$ cat src/rtl/btn_pkg.sv
// Shared types and defaults for the push-button mode controller.
// Long-press support is enabled by defining BTN_LONG_PRESS_EN.
package btn_pkg;

    typedef enum logic [1:0] {
        IDLE    = 2'd0,
        PRESSED = 2'd1,
        HELD    = 2'd2
    } btn_state_t;

    localparam int unsigned DEF_DEBOUNCE_CYC = 1_000_000;
    localparam int unsigned DEF_LONG_CYC     = 100_000_000;

    // Counter width for a counter that runs 0..n-1; at least one bit.
    function automatic int unsigned cnt_width(input int unsigned n);
        return (n > 1) ? $clog2(n) : 1;
    endfunction

endpackage

$ cat src/rtl/btn_debounce.sv
// Two-flop synchroniser plus stability counter; btn_level only follows
// the synchronised button after DEBOUNCE_CYC consecutive differing cycles.
module btn_debounce
    import btn_pkg::*;
#(
    parameter int unsigned DEBOUNCE_CYC = DEF_DEBOUNCE_CYC
) (
    input  logic clk,
    input  logic rst_n,
    input  logic btn_raw,
    output logic btn_level
);

    localparam int unsigned   DW       = cnt_width(DEBOUNCE_CYC);
    localparam logic [DW-1:0] DEB_LAST = DW'(DEBOUNCE_CYC - 1);

    logic          sync1_q;
    logic          sync2_q;
    logic          level_q,   level_d;
    logic [DW-1:0] deb_cnt_q, deb_cnt_d;

    always_ff @(posedge clk or negedge rst_n) begin
        if (!rst_n) begin
            sync1_q   <= 1'b0;
            sync2_q   <= 1'b0;
            level_q   <= 1'b0;
            deb_cnt_q <= '0;
        end else begin
            sync1_q   <= btn_raw;
            sync2_q   <= sync1_q;
            level_q   <= level_d;
            deb_cnt_q <= deb_cnt_d;
        end
    end

    // Any cycle where sync2 agrees with the accepted level restarts the count.
    always_comb begin
        level_d   = level_q;
        deb_cnt_d = '0;
        if (sync2_q != level_q) begin
            if (deb_cnt_q == DEB_LAST) begin
                level_d = sync2_q;
            end else begin
                deb_cnt_d = deb_cnt_q + 1'b1;
            end
        end
    end

    assign btn_level = level_q;

endmodule

$ cat src/rtl/button_mode_ctrl.sv
// Debounced push button -> short/long press classifier owning the blink-mode bit.
// Define BTN_LONG_PRESS_EN to build the long-press (HELD) path.
module button_mode_ctrl
    import btn_pkg::*;
#(
    parameter int unsigned DEBOUNCE_CYC = DEF_DEBOUNCE_CYC,
    parameter int unsigned LONG_CYC     = DEF_LONG_CYC
) (
    input  logic clk,
    input  logic rst_n,
    input  logic btn_raw,
    output logic short,
    output logic btn_level,
    output logic press_pulse,
    output logic long_pulse
);

    if (DEBOUNCE_CYC < 1 || LONG_CYC < 1) begin : g_param_check
        $error("button_mode_ctrl: DEBOUNCE_CYC and LONG_CYC must be >= 1");
    end

    logic       level;
    btn_state_t state_q, state_d;
    logic       short_q, short_d;
    logic       press_q, press_d;

    btn_debounce #(
        .DEBOUNCE_CYC (DEBOUNCE_CYC)
    ) u_debounce (
        .clk       (clk),
        .rst_n     (rst_n),
        .btn_raw   (btn_raw),
        .btn_level (level)
    );

`ifdef BTN_LONG_PRESS_EN
    localparam int unsigned   HW        = cnt_width(LONG_CYC);
    localparam logic [HW-1:0] HOLD_LAST = HW'(LONG_CYC - 1);

    logic          long_q,   long_d;
    logic [HW-1:0] hold_cnt_q, hold_cnt_d;

    always_ff @(posedge clk or negedge rst_n) begin
        if (!rst_n) begin
            long_q     <= 1'b0;
            hold_cnt_q <= '0;
        end else begin
            long_q     <= long_d;
            hold_cnt_q <= hold_cnt_d;
        end
    end

    assign long_pulse = long_q;
`else
    assign long_pulse = 1'b0;
`endif

    always_ff @(posedge clk or negedge rst_n) begin
        if (!rst_n) begin
            state_q <= IDLE;
            short_q <= 1'b0;
            press_q <= 1'b0;
        end else begin
            state_q <= state_d;
            short_q <= short_d;
            press_q <= press_d;
        end
    end

    always_comb begin
        state_d    = state_q;
        short_d    = short_q;
        press_d    = 1'b0;
`ifdef BTN_LONG_PRESS_EN
        long_d     = 1'b0;
        hold_cnt_d = hold_cnt_q;
`endif
        case (state_q)
            // IDLE is only re-entered with level low, so level high here is a rising edge.
            IDLE: begin
                if (level) begin
                    state_d    = PRESSED;
`ifdef BTN_LONG_PRESS_EN
                    hold_cnt_d = '0;
`endif
                end
            end
            // Release is tested first so it wins over a coincident hold threshold.
            PRESSED: begin
                if (!level) begin
                    state_d = IDLE;
                    short_d = ~short_q;
                    press_d = 1'b1;
                end
`ifdef BTN_LONG_PRESS_EN
                else if (hold_cnt_q == HOLD_LAST) begin
                    state_d = HELD;
                    short_d = 1'b0;
                    long_d  = 1'b1;
                end else begin
                    hold_cnt_d = hold_cnt_q + 1'b1;
                end
`endif
            end
            HELD: begin
                if (!level) begin
                    state_d = IDLE;
                end
            end
            default: state_d = IDLE;
        endcase
    end

    assign short       = short_q;
    assign btn_level   = level;
    assign press_pulse = press_q;

endmodule
$ cat config.mk
export PLATFORM = sky130hd
export DESIGN_NAME = button_mode_ctrl
export DESIGN_NICKNAME = d
export VERILOG_FILES = /design/src/rtl/btn_pkg.sv /design/src/rtl/btn_debounce.sv /design/src/rtl/button_mode_ctrl.sv
export SDC_FILE = /design/constraint.sdc
export NUM_CORES = 1
export LEC_CHECK = 0
export ABC_CLOCK_PERIOD_IN_PS = 3400
export CORE_UTILIZATION = 40
export CTS_CLUSTER_SIZE = 8
export DETAILED_ROUTE_END_ITERATION = 16
export PLACE_DENSITY = 0.67
export SLEW_MARGIN = 20
export SYNTH_ARGS = -nofsm -noshare
export SYNTH_HDL_FRONTEND = slang
export SYNTH_HIERARCHICAL = 1
export SYNTH_SLANG_ARGS = --single-unit
export TNS_END_PERCENT = 5
$ cat constraint.sdc
create_clock -name clk -period 3.4 [get_ports clk]
set_clock_uncertainty 0.15 [all_clocks]
set_input_delay 1.02 -clock clk [delete_from_list [all_inputs] [get_ports clk]]
set_output_delay 1.02 -clock clk [all_outputs]
set_load 0.01 [all_outputs]
Yosys cells after proc, flatten, opt, wreduce, memory -nomap -nowiden
Cells that the tools add are included.
{ "word_totals": {"word_cells": 28, "register_bits": 27, "inputBits": 3} }
{ "op_classes": {"mux": 7, "addsub": 1, "eq_ne": 6, "n_bitwise": 2, "reduce_logical": 5} }
{ "op_table": {"columns": ["operator", "count"], "rows": [
  ["2-to-1 mux 20 bit", 2],
  ["adder 20 x 1 -> 20 bit, second input constant", 1],
  ["== test 20 bit, second input constant", 1],
  ["AND reduction 2 bit", 3],
  ["2-to-1 mux 2 bit", 2],
  ["case mux 2 bit (2 select lines)", 1],
  ["== test 2 x 1 -> 1 bit, second input constant", 1],
  ["== test 2 bit, second input constant", 1],
  ["zero test 2 bit", 1],
  ["2-to-1 mux 1 bit", 2],
  ["!= test 2 x 1 -> 1 bit, second input constant", 1],
  ["!= test 2 bit, second input constant", 1],
  ["inverter 1 bit", 2],
  ["OR reduction 2 bit", 1],
  ["!= test 1 bit", 1]
]} }

Longest topological paths before layout
{ "logic_depth": {"ltp_word": 4, "depth_mapped": 7, "ltp_nobuf": 5} }

Modules after synthesis
Netlist, hierarchy kept.
{ "by_module_without_submodules": {"columns": ["module", "n_inst", "area_per_inst_um2", "cells_per_inst"], "rows": [
  ["btn_debounce", 1, 1108.6, 110],
  ["button_mode_ctrl", 1, 120.1, 9]
]} }

Worst setup path before layout
No wires, ideal clock.
{ "synth_timing": {"path_kind": "register to register", "from": "reg u_debounce.deb_cnt_q[12]", "to": "reg u_debounce.deb_cnt_q[10]", "arrival_time_ns": 1.858, "setup_time_ns": 0.119, "synth_period_minus_slack_ns": 2.127, "path_buffers": 1, "slack_ns": 1.273, "path_stages_with_launch": 6, "cell_sequence": "dfrtp_1 > or4_1 > or4_4 > o21ai_4 > buf_6 > nor2_1"} }
{ "synth_via": {"elab_chain_len": 3} }
{ "synth_rtl": {"columns": ["element", "line", "source"], "rows": [
  ["start: declaration", "btn_debounce.sv:20", "logic [DW-1:0] deb_cnt_q, deb_cnt_d;"],
  ["start signal: assignment", "btn_debounce.sv:32", "deb_cnt_q <= deb_cnt_d;"],
  ["== test 20 bit", "btn_debounce.sv:41", "if (deb_cnt_q == DEB_LAST) begin"],
  ["2-to-1 mux 20 bit", "btn_debounce.sv:41", null],
  ["2-to-1 mux 20 bit", "btn_debounce.sv:40", "if (sync2_q != level_q) begin"],
  ["via u_debounce.deb_cnt_d[10]", "btn_debounce.sv:20", null]
]} }
The timed path passes the listed nets, and every way through them passes these cells.
A chain may end at the register's enable or synchronous reset.

Worst setup path in the final report
{ "layout_timing": {"from": "reg u_debounce.level_q, in the netlist u_debounce/btn_level", "to": "out btn_level"} }
{ "layout_lines": {"columns": ["element", "line", "source"], "rows": [
  ["start: declaration", "btn_debounce.sv:19", "logic level_q, level_d;"],
  ["start signal: assignment", "btn_debounce.sv:31", "level_q <= level_d;"],
  ["end: declaration", "button_mode_ctrl.sv:13", "output logic btn_level,"]
]} }
No word-level cell between the ends.

==> impl_metrics.env <==
export IMPL_status="finished, final reports clean"
export IMPL_crit_chain="clkdlybuf4s50_1"
export IMPL_synth_nets=124
export IMPL_synth_distinct_cells=29
export IMPL_p_leak_nw=0.543
export IMPL_clockPowerShare=0.383
export IMPL_cts_resized=0
export IMPL_dieHeight_um=57.4
export IMPL_vias_per_cell=5.32
export IMPL_clock_sinks=26
export IMPL_critPathSlowestCell="clkdlybuf4s50_1"
export IMPL_grt_busiest_layer="met2"
export IMPL_p_switching_w=0.000105
export IMPL_clkLatencyLatePin_ps=320
export IMPL_clk_pin_slew_ps=140
export IMPL_startpoint="u_debounce/btn_level"
export IMPL_die_area_um2=3300
export IMPL_met3_usage=0.0408
export IMPL_utilization=0.479
export IMPL_synth_top_area_frac=0.530
export IMPL_ir_drop_v=0.000272
export IMPL_holdPathStages=0
export IMPL_finalWirelength_um=2070
export IMPL_fin_setup_tns_ps=0
export IMPL_relSlewSlack=0.622
export IMPL_use_met1=0.204
export IMPL_avgSynthCellArea_um2=10.3
export IMPL_drc=0
export IMPL_drive_gt1_frac=0.0873
export IMPL_min_period_over_period=0.726
export IMPL_dpl_instance_area_um2=1300
export IMPL_ys_ff_latch=26
export IMPL_worstHoldPathType="register to register"
export IMPL_startpoint_type="register"
export IMPL_finalNetCount=132
export IMPL_hold_violations=0
export IMPL_use_met2=0.233
export IMPL_area_growth_pct=10.3
export IMPL_power_frac_comb=0.035
export IMPL_synthesis_area_um2=1230
export IMPL_fill_cells=256
export IMPL_yosysSeqAreaShare=0.530
export IMPL_grt_overflow_total=0
export IMPL_end_kind="output port"
export IMPL_design_area_um2=1360
export IMPL_worstPathMaxFanout=4
export IMPL_via_count=835
export IMPL_grt_usage=0.148
export IMPL_tightest_slew_ps=562
export IMPL_drt_pass1_iterations=4
export IMPL_max_cap_viol_count=0
export IMPL_reg2regPathDepth=4
export IMPL_cts_buffers=3
export IMPL_htree_levels=1
export IMPL_sw_frac_of_total=0.192
export IMPL_rr_startpoint="u_debounce/deb_cnt_q[12]"
export IMPL_core_area_um2=2830
export IMPL_synthCells=119
export IMPL_gp_congestion=0.754
export IMPL_power_frac_seq=0.583
export IMPL_yosys_top_cells_area="dfrtp_1 53%, xnor2_1 10%, nor2_1 6.7%"
export IMPL_antenna_left=0
export IMPL_grt_first_pass_wirelength_um=3700
export IMPL_grt_pass1_vias=845
export IMPL_diodes=0
export IMPL_io_buffers=5
export IMPL_worst_path_buf_inv=1
export IMPL_die_x_um=57.4
export IMPL_powerDensity_nw_per_um2=401
export IMPL_pin_count=7
export IMPL_cp_depth=1
export IMPL_yosys_area_top_type="dfrtp_1"
export IMPL_dp_hpwl_um=1440
export IMPL_grt_max_degree=27
export IMPL_first_iter_violations=20
export IMPL_cp_slowest_stage_delay_ps=560
export IMPL_clockBufferDepth=2
export IMPL_fin_crit_ps=2470
export IMPL_yosysWarnings=6
export IMPL_num_rows=19
export IMPL_antenna_found_initial=0
export IMPL_drv_slew=0
export IMPL_crit_type="register to output port"
export IMPL_p_int_w=0.000439
export IMPL_cts_root_buf="clkbuf_4"
export IMPL_cp_required_ps=2230
export IMPL_start_util=0.434
export IMPL_wl_per_cell_um=13.2
export IMPL_hp_start="u_debounce/sync1_q"
export IMPL_crit_family="buffers and inverters"
export IMPL_fmax_ghz=0.405
export IMPL_cts_setup_buffers=0
export IMPL_crit_arrival_ps=1300
export IMPL_setup_violations=0
export IMPL_rsz0062_at_grt="no"
export IMPL_cts_tree="done"
export IMPL_cts_hold_buf=0
-- area by class of cell --
cell class	count	area, µm²	area share
multi-input combinational	82	526	0.388
clock inverter	1	30.0	0.0222
timing repair buffer	6	57.6	0.0425
tap	31	38.8	0.0286
clock buffer	3	22.5	0.0166
sequential	26	651	0.480
inverter	8	30.0	0.0222
-- registers in the layout, indices dropped and copies added (netlist names) --
signal	count
u_debounce/sync2_q	1
state_q	1
short	1
u_debounce/deb_cnt_q	20
u_debounce/btn_level	1
u_debounce/sync1_q	1
press_pulse	1
-- cells in the mapped netlist (all sizes together) --
master / instances
dfrtp: 26
nor2: 22
xnor2: 14
inv: 8
nand3: 6
nand4: 5
nor4: 5
nor3: 4
xor2: 4
nand2: 3
or4: 3
a21oi: 2
buf: 2
ha: 2
o21ai: 2
a31o: 1
and3: 1
clkbuf: 1
conb: 1
mux2: 1
nand3b: 1
nor3b: 1
o221a: 1
or2: 1
or3: 1
or4b: 1
-- cell families (layout without fill, tap and decap cells) --
group | count (synthesis) | count (layout) | share of synthesized area
multiplexers | 1 | 1 | 0.00916
adder cells (fa/ha/maj) | 2 | 2 | 0.0204
buffers and inverters | 11 | 18 | 0.0428
XOR/XNOR | 18 | 18 | 0.128
other | 1 | 1 | 0.00305
flip-flops | 26 | 26 | 0.530
AND/OR/NAND/NOR | 54 | 54 | 0.225
AO/OA/AOI/OAI | 6 | 6 | 0.0418
-- power by group through the flow --
stage                     combinational, W  sequential [W]  clock, W
after global placement           0.0000191        0.000322         0
after global routing             0.0000223        0.000317  0.000226
after detailed placement         0.0000195        0.000322         0
after CTS                        0.0000196        0.000317  0.000214
final                            0.0000187        0.000316  0.000208
after floorplan                  0.0000108        0.000322         0
-- placed cells by master, fill, tap and decap left out, types with 2 or more instances in the layout --
cell type	synthesis	final
nor4_1	5	5
dfrtp_1	26	26
nor2_1	22	22
clkdlybuf4s50_1	0	5
nand4_1	5	5
ha_1	2	2
xnor2_1	14	14
nand3_1	6	6
inv_1	8	8
nand2_1	3	3
nor3_1	4	4
xor2_1	4	4
a21oi_1	2	2
clkbuf_4	0	3
or4_1	2	2
-- layer usage --
layer,up-vias,routed length (µm)
met5,-,0
met4,0,17
met3,2,54
met2,13,1010
met1,400,987
li1,420,-
-- path summary, 6_finish.rpt --
check / endpoint / slack [ps]
worst min register to register: u_debounce/sync2_q / 220
worst min-delay path: u_debounce/sync2_q / 220
worst max-delay path: btn_level / 930
max in group asynchronous: u_debounce/deb_cnt_q[7] / 1950
min in group asynchronous: u_debounce/deb_cnt_q[15] / 900
worst max register to register: u_debounce/deb_cnt_q[3] / 1080
-- metrics by stage --
stage	total power, W	std cells	hold slack (ps)	setup slack (ps)
CTS	0.000550	157	217	919
global route	0.000566	157	238	861
floorplan	0.000333	119	181	1270
detailed placement	0.000342	153	186	1090
finish	0.000543	157	217	932
global placement	0.000341	153	182	1150
No activity file was read; power rests on OpenSTA's default activity.
